## src/rtl/axi_sram_slave_pkg.sv

```systemverilog
// Shared AXI constants, encodings, FSM state and captured-request payload
// for the single-port SRAM AXI slave.
package axi_sram_slave_pkg;

   localparam int unsigned AXI_ID_W   = 8;
   localparam int unsigned AXI_ADDR_W = 32;
   localparam int unsigned AXI_DATA_W = 32;
   localparam int unsigned AXI_LEN_W  = 4;
   localparam int unsigned AXI_SIZE_W = 3;
   localparam int unsigned AXI_STRB_W = 4;

   typedef enum logic [1:0] {
      BURST_FIXED = 2'b00,
      BURST_INCR  = 2'b01,
      BURST_WRAP  = 2'b10,
      BURST_RSVD  = 2'b11
   } burst_e;

   typedef enum logic [1:0] {
      RESP_OKAY   = 2'b00,
      RESP_EXOKAY = 2'b01,
      RESP_SLVERR = 2'b10,
      RESP_DECERR = 2'b11
   } resp_e;

   typedef enum logic [2:0] {
      IDLE,
      R_ISSUE,
      R_WAIT,
      R_DATA,
      W_DATA,
      B_RESP
   } state_e;

   // Fields latched from the accepted AW or AR request
   typedef struct packed {
      logic [AXI_ID_W-1:0]  id;
      logic [AXI_LEN_W-1:0] len;
      burst_e               burst;
   } req_t;

   // Byte strobes (active-high) to SRAM bit write enables (active-low)
   function automatic logic [AXI_DATA_W-1:0] strb_to_bweb(input logic [AXI_STRB_W-1:0] strb);
      logic [AXI_DATA_W-1:0] bweb;
      for (int j = 0; j < int'(AXI_STRB_W); j++) begin
         bweb[8*j +: 8] = {8{~strb[j]}};
      end
      return bweb;
   endfunction

endpackage

```

## src/rtl/axi_sram_slave_if.sv

```systemverilog
// AXI4 five-channel bundle between a master and the SRAM slave.
interface axi_sram_slave_if;
   import axi_sram_slave_pkg::*;

   logic [AXI_ID_W-1:0]   AWID;
   logic [AXI_ADDR_W-1:0] AWADDR;
   logic [AXI_LEN_W-1:0]  AWLEN;
   logic [AXI_SIZE_W-1:0] AWSIZE;
   logic [1:0]            AWBURST;
   logic                  AWVALID;
   logic                  AWREADY;

   logic [AXI_DATA_W-1:0] WDATA;
   logic [AXI_STRB_W-1:0] WSTRB;
   logic                  WLAST;
   logic                  WVALID;
   logic                  WREADY;

   logic [AXI_ID_W-1:0]   BID;
   logic [1:0]            BRESP;
   logic                  BVALID;
   logic                  BREADY;

   logic [AXI_ID_W-1:0]   ARID;
   logic [AXI_ADDR_W-1:0] ARADDR;
   logic [AXI_LEN_W-1:0]  ARLEN;
   logic [AXI_SIZE_W-1:0] ARSIZE;
   logic [1:0]            ARBURST;
   logic                  ARVALID;
   logic                  ARREADY;

   logic [AXI_ID_W-1:0]   RID;
   logic [AXI_DATA_W-1:0] RDATA;
   logic [1:0]            RRESP;
   logic                  RLAST;
   logic                  RVALID;
   logic                  RREADY;

   modport slave (
      input  AWID, AWADDR, AWLEN, AWSIZE, AWBURST, AWVALID,
      output AWREADY,
      input  WDATA, WSTRB, WLAST, WVALID,
      output WREADY,
      output BID, BRESP, BVALID,
      input  BREADY,
      input  ARID, ARADDR, ARLEN, ARSIZE, ARBURST, ARVALID,
      output ARREADY,
      output RID, RDATA, RRESP, RLAST, RVALID,
      input  RREADY
   );

   modport master (
      output AWID, AWADDR, AWLEN, AWSIZE, AWBURST, AWVALID,
      input  AWREADY,
      output WDATA, WSTRB, WLAST, WVALID,
      input  WREADY,
      input  BID, BRESP, BVALID,
      output BREADY,
      output ARID, ARADDR, ARLEN, ARSIZE, ARBURST, ARVALID,
      input  ARREADY,
      input  RID, RDATA, RRESP, RLAST, RVALID,
      output RREADY
   );

endinterface

```

## src/rtl/axi_sram_slave.sv

```systemverilog
// AXI4 slave fronting a single-port synchronous SRAM: one burst at a time,
// writes pass straight through, reads take issue/wait/data cycles per beat.
module axi_sram_slave
   import axi_sram_slave_pkg::*;
#(
   parameter int unsigned ADDR_W = 14
) (
   input  logic                  ACLK,
   input  logic                  ARESET,
   axi_sram_slave_if.slave       bus,
   output logic                  CEB,
   output logic                  WEB,
   output logic [AXI_DATA_W-1:0] BWEB,
   output logic [ADDR_W-1:0]     A,
   output logic [AXI_DATA_W-1:0] DI,
   input  logic [AXI_DATA_W-1:0] DO
);

   state_e                state_q, state_d;
   req_t                  req_q;
   logic [ADDR_W-1:0]     addr_q;
   logic [AXI_LEN_W-1:0]  beat_q;
   logic [AXI_DATA_W-1:0] rdata_q;

   logic                  aw_hs_c, ar_hs_c, w_hs_c, r_hs_c, r_last_c;
   logic [ADDR_W-1:0]     addr_next_c;

   // Size and out-of-range address bits carry no meaning for 32-bit word SRAM
   logic unused_bits;
   assign unused_bits = ^{bus.AWSIZE, bus.ARSIZE, bus.AWADDR, bus.ARADDR};

   assign aw_hs_c     = (state_q == IDLE) && bus.AWVALID;
   assign ar_hs_c     = (state_q == IDLE) && !bus.AWVALID && bus.ARVALID;
   assign w_hs_c      = (state_q == W_DATA) && bus.WVALID;
   assign r_hs_c      = (state_q == R_DATA) && bus.RREADY;
   assign r_last_c    = (beat_q == req_q.len);
   assign addr_next_c = (req_q.burst == BURST_FIXED) ? addr_q : addr_q + ADDR_W'(1);

   always_ff @(posedge ACLK or posedge ARESET) begin
      if (ARESET) state_q <= IDLE;
      else        state_q <= state_d;
   end

   always_comb begin
      state_d = state_q;
      case (state_q)
         IDLE: begin
            if (aw_hs_c)      state_d = W_DATA;
            else if (ar_hs_c) state_d = R_ISSUE;
         end
         W_DATA:  if (w_hs_c && bus.WLAST) state_d = B_RESP;
         B_RESP:  if (bus.BREADY) state_d = IDLE;
         R_ISSUE: state_d = R_WAIT;
         R_WAIT:  state_d = R_DATA;
         R_DATA:  if (r_hs_c) state_d = r_last_c ? IDLE : R_ISSUE;
         default: state_d = IDLE;
      endcase
   end

   // Request capture, beat/address stepping and read-data capture
   always_ff @(posedge ACLK or posedge ARESET) begin
      if (ARESET) begin
         req_q   <= '0;
         addr_q  <= '0;
         beat_q  <= '0;
         rdata_q <= '0;
      end else begin
         if (aw_hs_c) begin
            req_q   <= '{id: bus.AWID, len: bus.AWLEN, burst: burst_e'(bus.AWBURST)};
            addr_q  <= bus.AWADDR[ADDR_W+1:2];
            beat_q  <= '0;
         end else if (ar_hs_c) begin
            req_q   <= '{id: bus.ARID, len: bus.ARLEN, burst: burst_e'(bus.ARBURST)};
            addr_q  <= bus.ARADDR[ADDR_W+1:2];
            beat_q  <= '0;
         end else if (w_hs_c || (r_hs_c && !r_last_c)) begin
            addr_q  <= addr_next_c;
            beat_q  <= beat_q + AXI_LEN_W'(1);
         end
         if (state_q == R_WAIT) rdata_q <= DO;
      end
   end

   always_comb begin
      bus.AWREADY = 1'b0;
      bus.ARREADY = 1'b0;
      bus.WREADY  = 1'b0;
      bus.BVALID  = 1'b0;
      bus.BID     = '0;
      bus.BRESP   = RESP_OKAY;
      bus.RVALID  = 1'b0;
      bus.RDATA   = '0;
      bus.RID     = '0;
      bus.RRESP   = RESP_OKAY;
      bus.RLAST   = 1'b0;
      CEB         = 1'b1;
      WEB         = 1'b1;
      BWEB        = '1;
      A           = '0;
      DI          = '0;
      case (state_q)
         IDLE: begin
            bus.AWREADY = 1'b1;
            bus.ARREADY = !bus.AWVALID;
         end
         W_DATA: begin
            bus.WREADY = 1'b1;
            if (bus.WVALID) begin
               CEB  = 1'b0;
               WEB  = 1'b0;
               A    = addr_q;
               DI   = bus.WDATA;
               BWEB = strb_to_bweb(bus.WSTRB);
            end
         end
         B_RESP: begin
            bus.BVALID = 1'b1;
            bus.BID    = req_q.id;
         end
         R_ISSUE: begin
            CEB = 1'b0;
            A   = addr_q;
         end
         R_DATA: begin
            bus.RVALID = 1'b1;
            bus.RDATA  = rdata_q;
            bus.RID    = req_q.id;
            bus.RLAST  = r_last_c;
         end
         default: ;
      endcase
   end

endmodule

```

## src/flat_wrapper.sv

```systemverilog
// flat-port wrapper written by rule: the top's interface ports become plain ports
module axi_sram_slave_flat import axi_sram_slave_pkg::*;
#(
   parameter int unsigned ADDR_W = 14
)
  (ACLK, ARESET, CEB, WEB, BWEB, A, DI, DO, bus_AWID, bus_AWADDR, bus_AWLEN, bus_AWSIZE, bus_AWBURST, bus_AWVALID, bus_AWREADY, bus_WDATA, bus_WSTRB, bus_WLAST, bus_WVALID, bus_WREADY, bus_BID, bus_BRESP, bus_BVALID, bus_BREADY, bus_ARID, bus_ARADDR, bus_ARLEN, bus_ARSIZE, bus_ARBURST, bus_ARVALID, bus_ARREADY, bus_RID, bus_RDATA, bus_RRESP, bus_RLAST, bus_RVALID, bus_RREADY);
  axi_sram_slave_if bus_i ();
  input  logic ACLK;
  input  logic ARESET;
  output logic CEB;
  output logic WEB;
  output logic [AXI_DATA_W-1:0] BWEB;
  output logic [ADDR_W-1:0] A;
  output logic [AXI_DATA_W-1:0] DI;
  input  logic [AXI_DATA_W-1:0] DO;
  input wire logic [$bits(bus_i.AWID)-1:0] bus_AWID;
  input wire logic [$bits(bus_i.AWADDR)-1:0] bus_AWADDR;
  input wire logic [$bits(bus_i.AWLEN)-1:0] bus_AWLEN;
  input wire logic [$bits(bus_i.AWSIZE)-1:0] bus_AWSIZE;
  input wire logic [$bits(bus_i.AWBURST)-1:0] bus_AWBURST;
  input wire logic [$bits(bus_i.AWVALID)-1:0] bus_AWVALID;
  output wire logic [$bits(bus_i.AWREADY)-1:0] bus_AWREADY;
  input wire logic [$bits(bus_i.WDATA)-1:0] bus_WDATA;
  input wire logic [$bits(bus_i.WSTRB)-1:0] bus_WSTRB;
  input wire logic [$bits(bus_i.WLAST)-1:0] bus_WLAST;
  input wire logic [$bits(bus_i.WVALID)-1:0] bus_WVALID;
  output wire logic [$bits(bus_i.WREADY)-1:0] bus_WREADY;
  output wire logic [$bits(bus_i.BID)-1:0] bus_BID;
  output wire logic [$bits(bus_i.BRESP)-1:0] bus_BRESP;
  output wire logic [$bits(bus_i.BVALID)-1:0] bus_BVALID;
  input wire logic [$bits(bus_i.BREADY)-1:0] bus_BREADY;
  input wire logic [$bits(bus_i.ARID)-1:0] bus_ARID;
  input wire logic [$bits(bus_i.ARADDR)-1:0] bus_ARADDR;
  input wire logic [$bits(bus_i.ARLEN)-1:0] bus_ARLEN;
  input wire logic [$bits(bus_i.ARSIZE)-1:0] bus_ARSIZE;
  input wire logic [$bits(bus_i.ARBURST)-1:0] bus_ARBURST;
  input wire logic [$bits(bus_i.ARVALID)-1:0] bus_ARVALID;
  output wire logic [$bits(bus_i.ARREADY)-1:0] bus_ARREADY;
  output wire logic [$bits(bus_i.RID)-1:0] bus_RID;
  output wire logic [$bits(bus_i.RDATA)-1:0] bus_RDATA;
  output wire logic [$bits(bus_i.RRESP)-1:0] bus_RRESP;
  output wire logic [$bits(bus_i.RLAST)-1:0] bus_RLAST;
  output wire logic [$bits(bus_i.RVALID)-1:0] bus_RVALID;
  input wire logic [$bits(bus_i.RREADY)-1:0] bus_RREADY;
  assign bus_i.AWID = bus_AWID;
  assign bus_i.AWADDR = bus_AWADDR;
  assign bus_i.AWLEN = bus_AWLEN;
  assign bus_i.AWSIZE = bus_AWSIZE;
  assign bus_i.AWBURST = bus_AWBURST;
  assign bus_i.AWVALID = bus_AWVALID;
  assign bus_AWREADY = bus_i.AWREADY;
  assign bus_i.WDATA = bus_WDATA;
  assign bus_i.WSTRB = bus_WSTRB;
  assign bus_i.WLAST = bus_WLAST;
  assign bus_i.WVALID = bus_WVALID;
  assign bus_WREADY = bus_i.WREADY;
  assign bus_BID = bus_i.BID;
  assign bus_BRESP = bus_i.BRESP;
  assign bus_BVALID = bus_i.BVALID;
  assign bus_i.BREADY = bus_BREADY;
  assign bus_i.ARID = bus_ARID;
  assign bus_i.ARADDR = bus_ARADDR;
  assign bus_i.ARLEN = bus_ARLEN;
  assign bus_i.ARSIZE = bus_ARSIZE;
  assign bus_i.ARBURST = bus_ARBURST;
  assign bus_i.ARVALID = bus_ARVALID;
  assign bus_ARREADY = bus_i.ARREADY;
  assign bus_RID = bus_i.RID;
  assign bus_RDATA = bus_i.RDATA;
  assign bus_RRESP = bus_i.RRESP;
  assign bus_RLAST = bus_i.RLAST;
  assign bus_RVALID = bus_i.RVALID;
  assign bus_i.RREADY = bus_RREADY;
  axi_sram_slave #(.ADDR_W(ADDR_W)) u_core (.ACLK(ACLK), .ARESET(ARESET), .bus(bus_i), .CEB(CEB), .WEB(WEB), .BWEB(BWEB), .A(A), .DI(DI), .DO(DO));
endmodule
```

## config.mk

```make
export PLATFORM = sky130hd
export DESIGN_NAME = axi_sram_slave_flat
export DESIGN_NICKNAME = d
export VERILOG_FILES = /design/src/rtl/axi_sram_slave_pkg.sv /design/src/rtl/axi_sram_slave_if.sv /design/src/rtl/axi_sram_slave.sv /design/src/flat_wrapper.sv
export SDC_FILE = /design/constraint.sdc
export NUM_CORES = 1
export LEC_CHECK = 0
export BUFFER_PORTS_ARGS = -buffer_cell sky130_fd_sc_hd__buf_2
export CORE_AREA = 2 2 121 123
export CTS_CLUSTER_SIZE = 24
export DETAILED_ROUTE_END_ITERATION = 7
export DIE_AREA = 0 0 123 125
export PLACE_DENSITY = 0.69
export SETUP_SLACK_MARGIN = 0.15
export SLEW_MARGIN = 10
export SYNTH_ARGS = -nofsm -noshare
export SYNTH_HDL_FRONTEND = slang
export SYNTH_SLANG_ARGS = --single-unit
```

## constraint.sdc

```tcl
create_clock -name ACLK -period 1.8 [get_ports ACLK]
set_input_delay 0.27 -clock ACLK [delete_from_list [all_inputs] [get_ports ACLK]]
set_output_delay 0.27 -clock ACLK [all_outputs]
set_load 0.01 [all_outputs]
```

==> PnR_summary.wiki <==
{| class="wikitable"
! Metric !! Value
|-
| Hold crit path type || input pin to asynchronous set/reset pin
|-
| First-pass GRT wire length || 23200 um
|-
| Clock insertion delay at the later pin of the skew report || 0.33 ns
|-
| Die outline height || 125 um
|-
| Total inserted antenna cells || 0
|-
| Detailed Routing Iterations Pass 1 || 5
|-
| Core area || 14200 um^2
|-
| Post-Syn Instances || 485
|-
| Post-DR wirelength/cell || 17.5 um
|-
| Crit start category || flip-flop
|-
| Total power after layout || 11.4 mW
|-
| Number of vias per cell after detailed routing || 4.81
|-
| Number of global-route vias before repair || 4378
|-
| Top-level port count || 312
|-
| Fin util || 52.4%
|-
| Last weighted congestion value of the routability-driven placer || 0.807
|-
| Count of clock tree sinks || 67
|-
| Maximum net fanout on the critical path || 7
|-
| WL met1 || 6150 um
|-
| Required time at the endpoint of the critical path || 1.53 ns
|-
| Worst Tran Pin Value || 0.519 ns
|-
| Maximum achievable frequency || 514 MHz
|-
| Pwr dens || 1530 nW/um^2
|-
| Leakage power figure || 3.76 nW
|-
| Post-route setup slack || -0.144 ns
|-
| RSZ-0062 raised after global routing || true
|-
| Dpl ws || -0.00660 ns
|-
| Syn. warnings || 0
|-
| Topmost layer with routed signal wires || met4
|-
| Number of design rule violations left after detail routing || 0
|-
| Vias || 4617
|-
| Reported max-cap violation count || 0
|-
| Reg clk slew, reported paths || 0.06 ns
|-
| Routed wl met3 || 1370 um
|-
| Post-layout minimum cycle time || 1.94 ns
|-
| Placed inst area || 5890 um^2
|-
| Cell-by-cell trace of the critical path || buf_6, buf_6, nand2b_4, a21oi_4, buf_6, and2_4, buf_6
|-
| Number of fill cells in the layout || 1282
|-
| Width of the die || 123 um
|-
| Design Area, Final || 7440 um^2
|-
| Antenna violations before repair || 0
|-
| Max-slew violation count || 0
|-
| Maximum resistive drop on vdd || 0.910 mV
|-
| Standard-cell row count || 44
|-
| Kind of end point of the critical path || primary output
|-
| Largest net degree at the start of global routing || 42
|-
| Effective utilization at floorplan || 30.2%
|-
| Antenna Nets Post-Route || 0
|-
| Yosys reg bits || 67
|-
| Category of cells accounting for the largest share of critical-path delay || buffers and inverters
|-
| Failing checks || setup timing
|-
| Clock tree skew after final layout || 0.0104 ns
|-
| Max clock buf depth || 2
|-
| Synthesized cell area || 4290 um^2
|-
| Overflow after GRT || 0
|-
| Final hold violation count || 0
|-
| Buffers & Inverters on Critical Path || 4
|-
| Synth-to-layout area growth || 73.4%
|-
| Hold Worst Slack || 0.0392 ns
|-
| Arr. time, crit path || 1.67 ns
|-
| CP most frequent cell || sky130_fd_sc_hd__buf_6
|-
| Critical Path Slowest Stage Cell || sky130_fd_sc_hd__dfrtp_1
|-
| Crit share post-route || 108%
|-
| Depth of the CTS H-tree || 3
|-
| Post-Synthesis Mean Instance Area || 8.84 um^2
|-
| Global router's overall resource usage || 19.6%
|-
| Count of input and output buffers || 265
|-
| Clk root buf || sky130_fd_sc_hd__clkbuf_16
|-
| Part of the Yosys area used for sequential elements || 39.1%
|-
| Met2 routed wirelength || 9160 um
|-
| Slew margin rel. || 65.4%
|-
| Fraction of final layout cells sized beyond drive strength 1 || 60.3%
|-
| Number of setup violations in the final report || 148
|-
| Starting DRC count in detailed routing || 162
|-
| Clock buffers created by TritonCTS || 9
|-
| Final WL || 16800 um
|-
| Die area || 15400 um^2
|-
| Commonest cells after routing, fill and taps aside || 221 x sky130_fd_sc_hd__buf_2, 66 x sky130_fd_sc_hd__dfrtp_1, 63 x sky130_fd_sc_hd__and2_1
|-
| Post-detailed-placement half-perimeter wirelength || 11300 um
|-
| CP peak stage delay || 0.42 ns
|-
| Net count of the finished layout || 947
|-
| Crit Path Class || flip-flop to primary output
|-
| Outcome || finished with violations
|-
| Count of unique library cells instantiated by Yosys || 49
|-
| Most common cell after layout, fill and taps aside || sky130_fd_sc_hd__buf_2
|-
| CTS tree || done
|}
-- worst register-to-register path, delay by kind of cell (launching register included) --
family	cells	cell delay (ns)
flip-flops	1	0.43
buffers and inverters	3	0.43
AO/OA/AOI/OAI	3	0.60
AND/OR/NAND/NOR	2	0.32
-- per-stage QoR --
step / instances / setup TNS (ns)
3_5_place_dp: 908 / -0.00660
2_1_floorplan: 488 / 0
3_3_place_gp: 908 / 0
6_report: 960 / -11.24
5_1_grt: 960 / -21.69
4_1_cts: 938 / -8.93
-- worst paths after layout --
path	from	to	slack, ns	cells after the start
worst max-delay path	u_core.state_q[0]	A[7]	-0.14	7
worst min-delay path	ARESET	u_core.addr_q[4]	0.04	3
worst max register to register	u_core.state_q[0]	u_core.addr_q[13]	-0.09	8
worst min register to register	u_core.rdata_q[1]	u_core.rdata_q[1]	0.50	1
max in group asynchronous	ARESET	u_core.req_q[6]	1.33	3
min in group ACLK	DO[13]	u_core.rdata_q[13]	0.17	2
-- cell type report --
cell class | count | area, um^2 | area share (%)
clock buffer | 11 | 253 | 3.40
inverter | 15 | 76.3 | 1.03
timing repair buffer | 334 | 2470 | 33.2
sequential | 67 | 1680 | 22.6
multi-input combinational | 344 | 2650 | 35.6
tap | 184 | 230 | 3.10
clock inverter | 5 | 85.1 | 1.14
-- kinds of logic (layout without fill, tap and decap cells) --
family                     count (synthesis)  in the layout  synth area share (%)
AOI/OAI and AO/OA                         72             72                  11.2
muxes                                     34             34                  8.87
DFF                                       67             67                  39.1
other                                      1              4                0.0874
xor gates and xnor gates                  16             16                  3.27
buffers and inverters                     78            365                  10.5
adders and majority gates                  2              2                 0.583
and+or+nand+nor                          215            216                  26.4
-- per-layer routing --
metal | global-route usage [%] | vias to the layer above
met4 | 4.75 | 0
met5 | 0 | -
li1 | - | 2162
met1 | 21.6 | 2216
met2 | 36.5 | 227
met3 | 5.61 | 12
-- power by group --
group          internal, mW  switching (mW)
combinational          3.66            2.91
sequential             2.26           0.585
clock                  1.29           0.691
-- registers in the layout (all words and copies together), names as in the netlist --
register	count
u_core.addr_q	14
u_core.beat_q	4
u_core.rdata_q	32
u_core.req_q	14
u_core.state_q	3
-- synthesized netlist by cell type, drive strengths merged --
library cell / instances / area, um^2
a22oi: 4 / 30.0
xor2: 9 / 78.8
nor2: 34 / 130
a31oi: 18 / 113
ha: 2 / 25.0
o22ai: 3 / 18.8
or2: 1 / 6.26
or3: 3 / 18.8
a21oi: 19 / 95.1
o311a: 2 / 20.0
inv: 15 / 56.3
mux2i: 2 / 20.0
mux2: 32 / 360
nor3b: 3 / 22.5
o21ai: 6 / 30.0
nand2b: 1 / 6.26
a311oi: 1 / 8.76
o22a: 3 / 26.3
and2: 93 / 582
conb: 1 / 3.75
nand2: 56 / 210
nand4: 4 / 25.0
a211o: 1 / 8.76
and3: 1 / 6.26
xnor2: 7 / 61.3
o221a: 1 / 11.3
nor4: 2 / 18.8
o21a: 1 / 7.51
nor3: 5 / 25.0
o221ai: 5 / 43.8
or4: 1 / 7.51
nor2b: 2 / 12.5
o211ai: 2 / 15.0
buf: 46 / 332
a211oi: 3 / 27.5
nand3: 6 / 30.0
and4bb: 1 / 12.5
clkbuf: 17 / 63.8
dfrtp: 67 / 1680
a21o: 2 / 15.0
nor4b: 1 / 8.76
and3b: 1 / 8.76
o211a: 1 / 10.0
-- what timing repair did --
item	4_1_cts	5_1_grt
hold buffers	0	0
resized for setup	74	112
pin swaps	15	29
setup endpoints to repair	196	201
buffers inserted	11	14
cloned	3	8
Note: power is estimated with default switching activity, not from simulation.
